$ cat src/rtl/alu_result_stage.sv
// ALU result stage: 2-entry FIFO of {y, N, Z, C, V} with flag generation,
// sticky overflow/illegal-op flags and an accepted-result counter.
module alu_result_stage #(
  parameter int unsigned CNT_W = 8
) (
  input  logic             clk,
  input  logic             rst_n,
  input  logic             in_valid,
  output logic             in_ready,
  input  logic [2:0]       in_op,
  input  logic [3:0]       in_y,
  input  logic             in_cb,
  input  logic             in_ovf,
  output logic             out_valid,
  input  logic             out_ready,
  output logic [3:0]       out_y,
  output logic [3:0]       out_flags,
  output logic             sticky_v,
  output logic             sticky_err,
  input  logic             clr_sticky,
  output logic [CNT_W-1:0] result_cnt
);

  typedef enum logic [1:0] {EMPTY, ONE, FULL} occ_t;

  occ_t       state, state_nx;
  logic [7:0] slot0, slot1;   // slot0 is always the oldest entry
  logic [7:0] entry_new;
  logic       push, pop;
  logic       arith, illegal;
  logic       flag_n, flag_z, flag_c, flag_v;

  assign arith   = (in_op == 3'b000) || (in_op == 3'b001);
  assign illegal = (in_op > 3'b100);
  assign flag_n  = in_y[3];
  assign flag_z  = (in_y == 4'h0);
  assign flag_c  = arith & in_cb;
  assign flag_v  = arith & in_ovf;
  assign entry_new = {in_y, flag_n, flag_z, flag_c, flag_v};

  assign push = in_valid & in_ready;
  assign pop  = out_valid & out_ready;

  // State register
  always_ff @(posedge clk or negedge rst_n) begin
    if (!rst_n) state <= EMPTY;
    else        state <= state_nx;
  end

  // Next-state logic
  always_comb begin
    state_nx = state;
    unique case (state)
      EMPTY: if (push) state_nx = ONE;
      ONE: begin
        if (push && !pop)      state_nx = FULL;
        else if (pop && !push) state_nx = EMPTY;
      end
      FULL:    if (pop) state_nx = ONE;
      default: state_nx = EMPTY;
    endcase
  end

  // Output logic: ready/valid come from registered occupancy only
  always_comb begin
    in_ready  = (state != FULL);
    out_valid = (state != EMPTY);
    out_y     = '0;
    out_flags = '0;
    if (state != EMPTY) begin
      out_y     = slot0[7:4];
      out_flags = slot0[3:0];
    end
  end

  // A pop shifts slot1 forward; a simultaneous push in ONE lands directly in slot0.
  always_ff @(posedge clk or negedge rst_n) begin
    if (!rst_n) begin
      slot0 <= '0;
      slot1 <= '0;
    end else begin
      if (pop) slot0 <= slot1;
      if (push) begin
        if (state == EMPTY || (state == ONE && pop)) slot0 <= entry_new;
        else                                         slot1 <= entry_new;
      end
    end
  end

  always_ff @(posedge clk or negedge rst_n) begin
    if (!rst_n) begin
      sticky_v   <= 1'b0;
      sticky_err <= 1'b0;
    end else begin
      if (push && flag_v) sticky_v <= 1'b1;
      else if (clr_sticky) sticky_v <= 1'b0;
      if (push && illegal) sticky_err <= 1'b1;
      else if (clr_sticky) sticky_err <= 1'b0;
    end
  end

  always_ff @(posedge clk or negedge rst_n) begin
    if (!rst_n)    result_cnt <= '0;
    else if (push) result_cnt <= result_cnt + CNT_W'(1);
  end

endmodule

$ cat config.mk
export PLATFORM = sky130hd
export DESIGN_NAME = alu_result_stage
export DESIGN_NICKNAME = d
export VERILOG_FILES = /design/src/rtl/alu_result_stage.sv
export SDC_FILE = /design/constraint.sdc
export NUM_CORES = 1
export LEC_CHECK = 0
export BUFFER_PORTS_ARGS = -buffer_cell sky130_fd_sc_hd__buf_4
export CORE_UTILIZATION = 55
export CTS_BUF_LIST = sky130_fd_sc_hd__clkbuf_2 sky130_fd_sc_hd__clkbuf_4 sky130_fd_sc_hd__clkbuf_8
export CTS_CLUSTER_DIAMETER = 40
export DETAILED_ROUTE_END_ITERATION = 7
export PLACE_DENSITY_LB_ADDON = 0.1
export SLEW_MARGIN = 20
export SYNTH_ARGS = -nofsm -noshare
export SYNTH_HDL_FRONTEND = slang
export SYNTH_SLANG_ARGS = --single-unit
$ cat constraint.sdc
create_clock -name clk -period 2.3 [get_ports clk]
set_clock_uncertainty 0.15 [all_clocks]
set_input_delay 0.575 -clock clk [delete_from_list [all_inputs] [get_ports clk]]
set_output_delay 0.575 -clock clk [all_outputs]
set_load 0.005 [all_outputs]
==> run_results.csv, run 1 <==
group,metric,value,unit
synth,synth.ff_latch_count,27,
layout,post-route-util,72.89,%
layout,n_antenna_cell,0,
place,io_buffer_count,33,
synth,syn_area,1320,µm²
worst_hold_path,min_path_type,"primary input to register",
drt,wire_per_inst,13.48,µm
setup_path,r2r_cells,3,
sta,slew_headroom,74.61,%
power,comb_power_share,36.8,%
setup_path,crit_slowest_cell,"dfrtp_1",
power,p_switching,483.2,µW
floorplan,initial_core_util,59.10,%
setup_path,crit_path_start_kind,"register",
drt,drc_errors,0,
power,p_clk_share,14.1,%
layout,layout_common_cells,"buf_4, dfrtp_1, mux2i_1, nor2b_1, xnor2_1",
sta,tightest_slew,0.3794,ns
synth,synth.distinct_cells,29,
worst_hold_path,min_path_cells,2,
layout,fin_area,1628,µm²
setup_path,end_kind,"output pin",
sta,setup_viol,0,
setup_path,r2r_slack,0.67,ns
synth,synth_warnings,0,
drt,drt-initial-drc-count,7,
layout,area_delta_synth_final,23.32,%
synth,synth_fp_nets,131,
clock_network,cts_setup_buffers,0,
clock_network,ctsHtreeMaxLevel,1,
power,p_int,1.033,mW
setup_path,cp_data_required_time,1.57,ns
synth,syn-instance-count,116,
global_routing,grt_start_max_net_pins,28,
sta,final.setup.tns,0,ns
sta,max_freq,464.4,MHz
clock_network,cts-root-buf,"clkbuf_4",
layout,n_fill_cell,172,
run_status,status,"complete, no violations",
sta,period_share,93.63,%
place,gp_congestion,0.8104,
global_routing,grt_first_pass_wirelength,3967,µm
drt,routed_wl,2413,µm
setup_path,path_cells,"nor2_1 -> buf_4 -> nor2b_1 -> buf_4",
clock_network,cts_buffers,3,
power,seq_power_share,49.2,%
clock_network,ctsLongestPathBuffers,2,
setup_path,arrival,1.43,ns
clock_network,clk_latency,0.31,ns
clock_network,clkTransAtPathRegs,0.14,ns
floorplan,design.die.area,2600,µm²
layout,drive_gt1_share,33.11,%
setup_path,critPathMaxStageDelay,0.58,ns
synth,seq_area_frac_synth,51.18,%
power,swShare,31.87,%
floorplan,io_pins,34,
global_routing,grt.overflow.total,0,
global_routing,first_global_vias,903,
power,p_leak,0.7962,nW
drt,avgViaCountPerCell,5.447,
drt,via_count,975,
floorplan,rows,17,
place,place_area,1588,µm²
floorplan,dieWidth,50.99,µm
drt,postRouteAntennaNets,0,
synth,yosys_most_used_dff,"dfrtp_1",
clock_network,clock_sink_count,27,
layout,final_common_cell,"buf_4",
layout,final_nets,167,
clock_network,cts_resized,0,
global_routing,groute.usage.overall,20.47,%
synth,async_flop_share,100.0,%
sta,drv_slew,0,
global_routing,antenna_found_initial,0,
floorplan,core_area,2233,µm²
sta,post-route-min-period,2.154,ns
synth,syn_avg_cell_area,11.38,µm²
synth,synth_edf_count,0,
clock_network,ctsHoldBuffers,1,
setup_path,path_class,"register to output pin",
setup_path,crit_path_max_fanout,9,
power,power_density,931.3,nW/µm²
power,power,1.516,mW
sta,hold_viol,0,
drt,dr.pass1.iters,3,
setup_path,critical_path.most_common_cell,"buf_4",
sta,rsz0062_at_grt,"no",
clock_network,cts_tree,"done",
run,maxCapViolCount,0,
place,hpwl,1777,µm
floorplan,die_h,50.99,µm
power,ir_drop,0.0007090,V
cell type report:
cell class,count,area [µm²],area share (%)
Tap cell,28,35.03,2.152
Clock buffer,4,30.03,1.845
Multi-Input combinational cell,77,588.1,36.13
Inverter,7,26.28,1.614
Sequential cell,27,675.6,41.51
Timing Repair Buffer,36,272.8,16.76
power by group through the flow:
stage	sequential (mW)	clock (mW)	combinational, mW
after floorplan	0.719	0	0.334
after global placement	0.745	0	0.545
after detailed placement	0.753	0	0.563
after CTS	0.743	0.216	0.566
after global routing	0.767	0.232	0.608
final	0.745	0.214	0.557
worst paths after layout:
kind                               start             to
setup reg to reg                state[0]       slot0[0]
max in group asynchronous          rst_n       slot1[1]
hold reg to reg            result_cnt[7]  result_cnt[7]
min in group asynchronous          rst_n  result_cnt[7]
setup / recovery                state[1]   out_flags[2]
hold / removal                clr_sticky       sticky_v
synth_stat cells, types with 2 or more instances:
cell,number,area share [%]
a21oi_1,6,2.3
xnor2_1,7,4.6
dfrtp_1,27,51
nand3_1,2,0.76
buf_2,3,1.1
nand2_1,5,1.4
inv_1,6,1.7
buf_4,2,1.1
a2bb2oi_1,2,1.3
o22ai_1,3,1.4
nor2b_1,9,4.3
nand4_1,4,1.9
nor2_1,2,0.57
and4_1,2,1.3
nand2b_1,3,1.4
nor3_1,4,1.5
and2_1,2,0.95
mux2i_1,11,8.3
mux2_2,6,5.1
per-layer routing:
metal | track usage, % | routed length [µm] | part of all wire, %
met1 | 28.46 | 1197 | 50
met2 | 32.24 | 1125 | 47
met3 | 3.274 | 73 | 3.0
met4 | 7.407 | 17 | 0.70
met5 | 0 | 0 | 0
sequential cells by signal (all words and copies together) (netlist names):
signal,flops
sticky_err,1
result_cnt,8
slot0,8
state,2
sticky_v,1
slot1,7
cells by family (layout without fill, tap and decap cells):
logic type,Yosys count,after routing,share of synthesized area [%]
compound gates,15,15,8.910
xor+xnor,7,7,4.645
fa+ha+maj,1,1,0.9477
buf+inv,12,47,4.264
flops,27,27,51.18
mux,17,17,13.46
simple gates,37,37,16.59
stage by stage:
step	hold WS (ns)	setup WS (ns)	cells
after global routing	0.2750	0.04301	179
final	0.2892	0.1465	179
after global placement	0.3114	0.5210	174
after CTS	0.2837	0.1335	179
after detailed placement	0.3190	0.5201	174
after floorplan	0.1294	0.6255	116
critical path, delay by kind of cell, from the launching register on:
family        cells  cell delay (ns)
flops             1             0.58
buf+inv           2             0.31
simple gates      2             0.23
Note: power is estimated with default switching activity, not from simulation.
==> run 2, diff against run 1 <==
--- a/config.mk
+++ b/config.mk
@@ -7,7 +7,7 @@
 export LEC_CHECK = 0
 export BUFFER_PORTS_ARGS = -buffer_cell sky130_fd_sc_hd__buf_4
 export CORE_UTILIZATION = 55
-export CTS_BUF_LIST = sky130_fd_sc_hd__clkbuf_2 sky130_fd_sc_hd__clkbuf_4 sky130_fd_sc_hd__clkbuf_8
+export CTS_BUF_LIST = sky130_fd_sc_hd__clkbuf_8
 export CTS_CLUSTER_DIAMETER = 40
 export DETAILED_ROUTE_END_ITERATION = 7
 export PLACE_DENSITY_LB_ADDON = 0.1
==> run 2 against run 1 <==
Against the previous run: final cell count fell by 0.56%; largest cell class unchanged; sequential share of layout area down 0.13 points; fmax grew 3.8%; worst setup slack improved by 0.079 ns; die area stayed put; combinational power about the same; worst hold slack got worse by 0.24 ns; critical path depth stayed put; power increased by 2.8%.
==> run_results.csv, run 2 (synthesis gave the netlist of run 1 again) <==
group,metric,value,unit
run_status,status,"complete, no violations",
setup_path,r2r_cells,3,
setup_path,startpoint,"state[1]",
drt,postRouteAntennaNets,0,
layout,final_common_cell,"buf_4",
floorplan,core_area,2233,µm²
sta,tightest_slew,0.3797,ns
sta,max_freq,482.0,MHz
clock_network,ctsHoldBuffers,0,
setup_path,path_class,"register to output pin",
layout,multiInputGateArea,588.1,µm²
global_routing,groute.usage.overall,20.47,%
place,dp.cells,174,
floorplan,initial_core_util,59.10,%
layout,post-route-util,73.11,%
sta,whs,0.05362,ns
clock_network,ctsHtreeMaxLevel,1,
sta,slew_headroom,74.59,%
global_routing,grt_first_pass_wirelength,3967,µm
layout,final_nets,166,
setup_path,r2r_end,"slot0[0]",
sta,period_share,90.21,%
layout,ff_latch_area,675.6,µm²
worst_hold_path,min_path_type,"primary input to async pin",
layout,instances_no_fill,178,
global_routing,grt_start_max_net_pins,28,
clock_network,clk_latency,0.26,ns
sta,hold_viol,0,
layout,fin_area,1633,µm²
sta,final.setup.tns,0,ns
floorplan,design.die.area,2600,µm²
layout,n_antenna_cell,0,
global_routing,first_global_vias,892,
setup_path,crit_path_start_kind,"register",
clock_network,cts_tree,"done",
power,power,1.558,mW
floorplan,dieWidth,50.99,µm
global_routing,grt.overflow.total,0,
place,io_buffer_count,33,
setup_path,r2r-start,"state[0]",
layout,drive_gt1_share,32.67,%
layout,area_delta_synth_final,23.70,%
drt,drt-initial-drc-count,6,
drt,drc_errors,0,
clock_network,clock_sink_count,27,
setup_path,critPathCapture,"out_y[1]",
floorplan,rows,17,
drt,avgViaCountPerCell,5.427,
floorplan,die_h,50.99,µm
sta,post-route-min-period,2.075,ns
clock_network,cts_setup_buffers,0,
drt,dr.pass1.iters,3,
clock_network,cts_buffers,3,
power,ir_drop,0.0007078,V
clock_network,cts_resized,0,
clock_network,cts-root-buf,"clkbuf_8",
sta,layout_setup_ws,0.2252,ns
run,maxCapViolCount,0,
setup_path,cp_data_required_time,1.57,ns
setup_path,crit_path_max_fanout,9,
clock_network,ctsLongestPathBuffers,2,
place,dpl_worst_slack,0.5201,ns
power,p_leak,0.8005,nW
sta,rsz0062_at_grt,"no",
sta,drv_slew,0,
clock_network,clkTransAtPathRegs,0.09,ns
sta,setup_viol,0,
setup_path,end_kind,"output pin",
drt,wire_per_inst,13.51,µm
layout,layout_common_cells,"buf_4, dfrtp_1, mux2i_1, nor2b_1",
place,hpwl,1777,µm
layout,n_fill_cell,171,
drt,routed_wl,2404,µm
place,gp_congestion,0.8104,
layout,reg.largest.list,"result_cnt: 8 flops, slot0: 8 flops, slot1: 7 flops",
global_routing,antenna_found_initial,0,
floorplan,io_pins,34,
setup_path,arrival,1.35,ns
power,power_density,954.2,nW/µm²
place,place_area,1588,µm²
setup_path,r2r_slack,0.67,ns
drt,via_count,966,
run 2: critical path, stage by stage (launching register included):
cell     delay, ns
dfrtp_1       0.56
nor2_1        0.09
buf_4         0.18
nor2b_1       0.13
buf_4         0.12
run 2: layout make-up:
cell class              count  area share, %
clock buffers               3          2.529
clock inverters             1         0.2299
inverters                   7          1.609
multi-input cells          77          36.02
flip-flops and latches     27          41.38
well taps                  28          2.146
repair buffers             35          16.09
run 2: worst min-delay path by stage:
stage | start | to | slack [ns] | cells after the start
4_1_cts | rst_n | result_cnt[7] | 0.07 | 1
6_report | rst_n | result_cnt[7] | 0.05 | 1
3_5_place_dp | result_cnt[7] | result_cnt[7] | 0.32 | 1
3_3_place_gp | result_cnt[7] | result_cnt[7] | 0.31 | 1
2_1_floorplan | rst_n | result_cnt[0] | 0.13 | 0
5_1_grt | rst_n | result_cnt[7] | 0.08 | 1
run 2: layer usage:
layer,vias to the layer above,global-route usage [%],share of wire (%)
met5,-,0,0
met4,0,7.407,0.67
met3,2,3.274,3.0
met2,20,32.02,47
met1,470,28.65,49
li1,474,-,-
run 2: power breakdown:
| part | internal [mW] | total, mW | switching [mW] |
|---|---|---|---|
| Sequential | 0.621 | 0.745 | 0.125 |
| Combinational | 0.333 | 0.556 | 0.223 |
| Clock | 0.119 | 0.257 | 0.138 |
| Total | 1.07 | 1.56 | 0.485 |
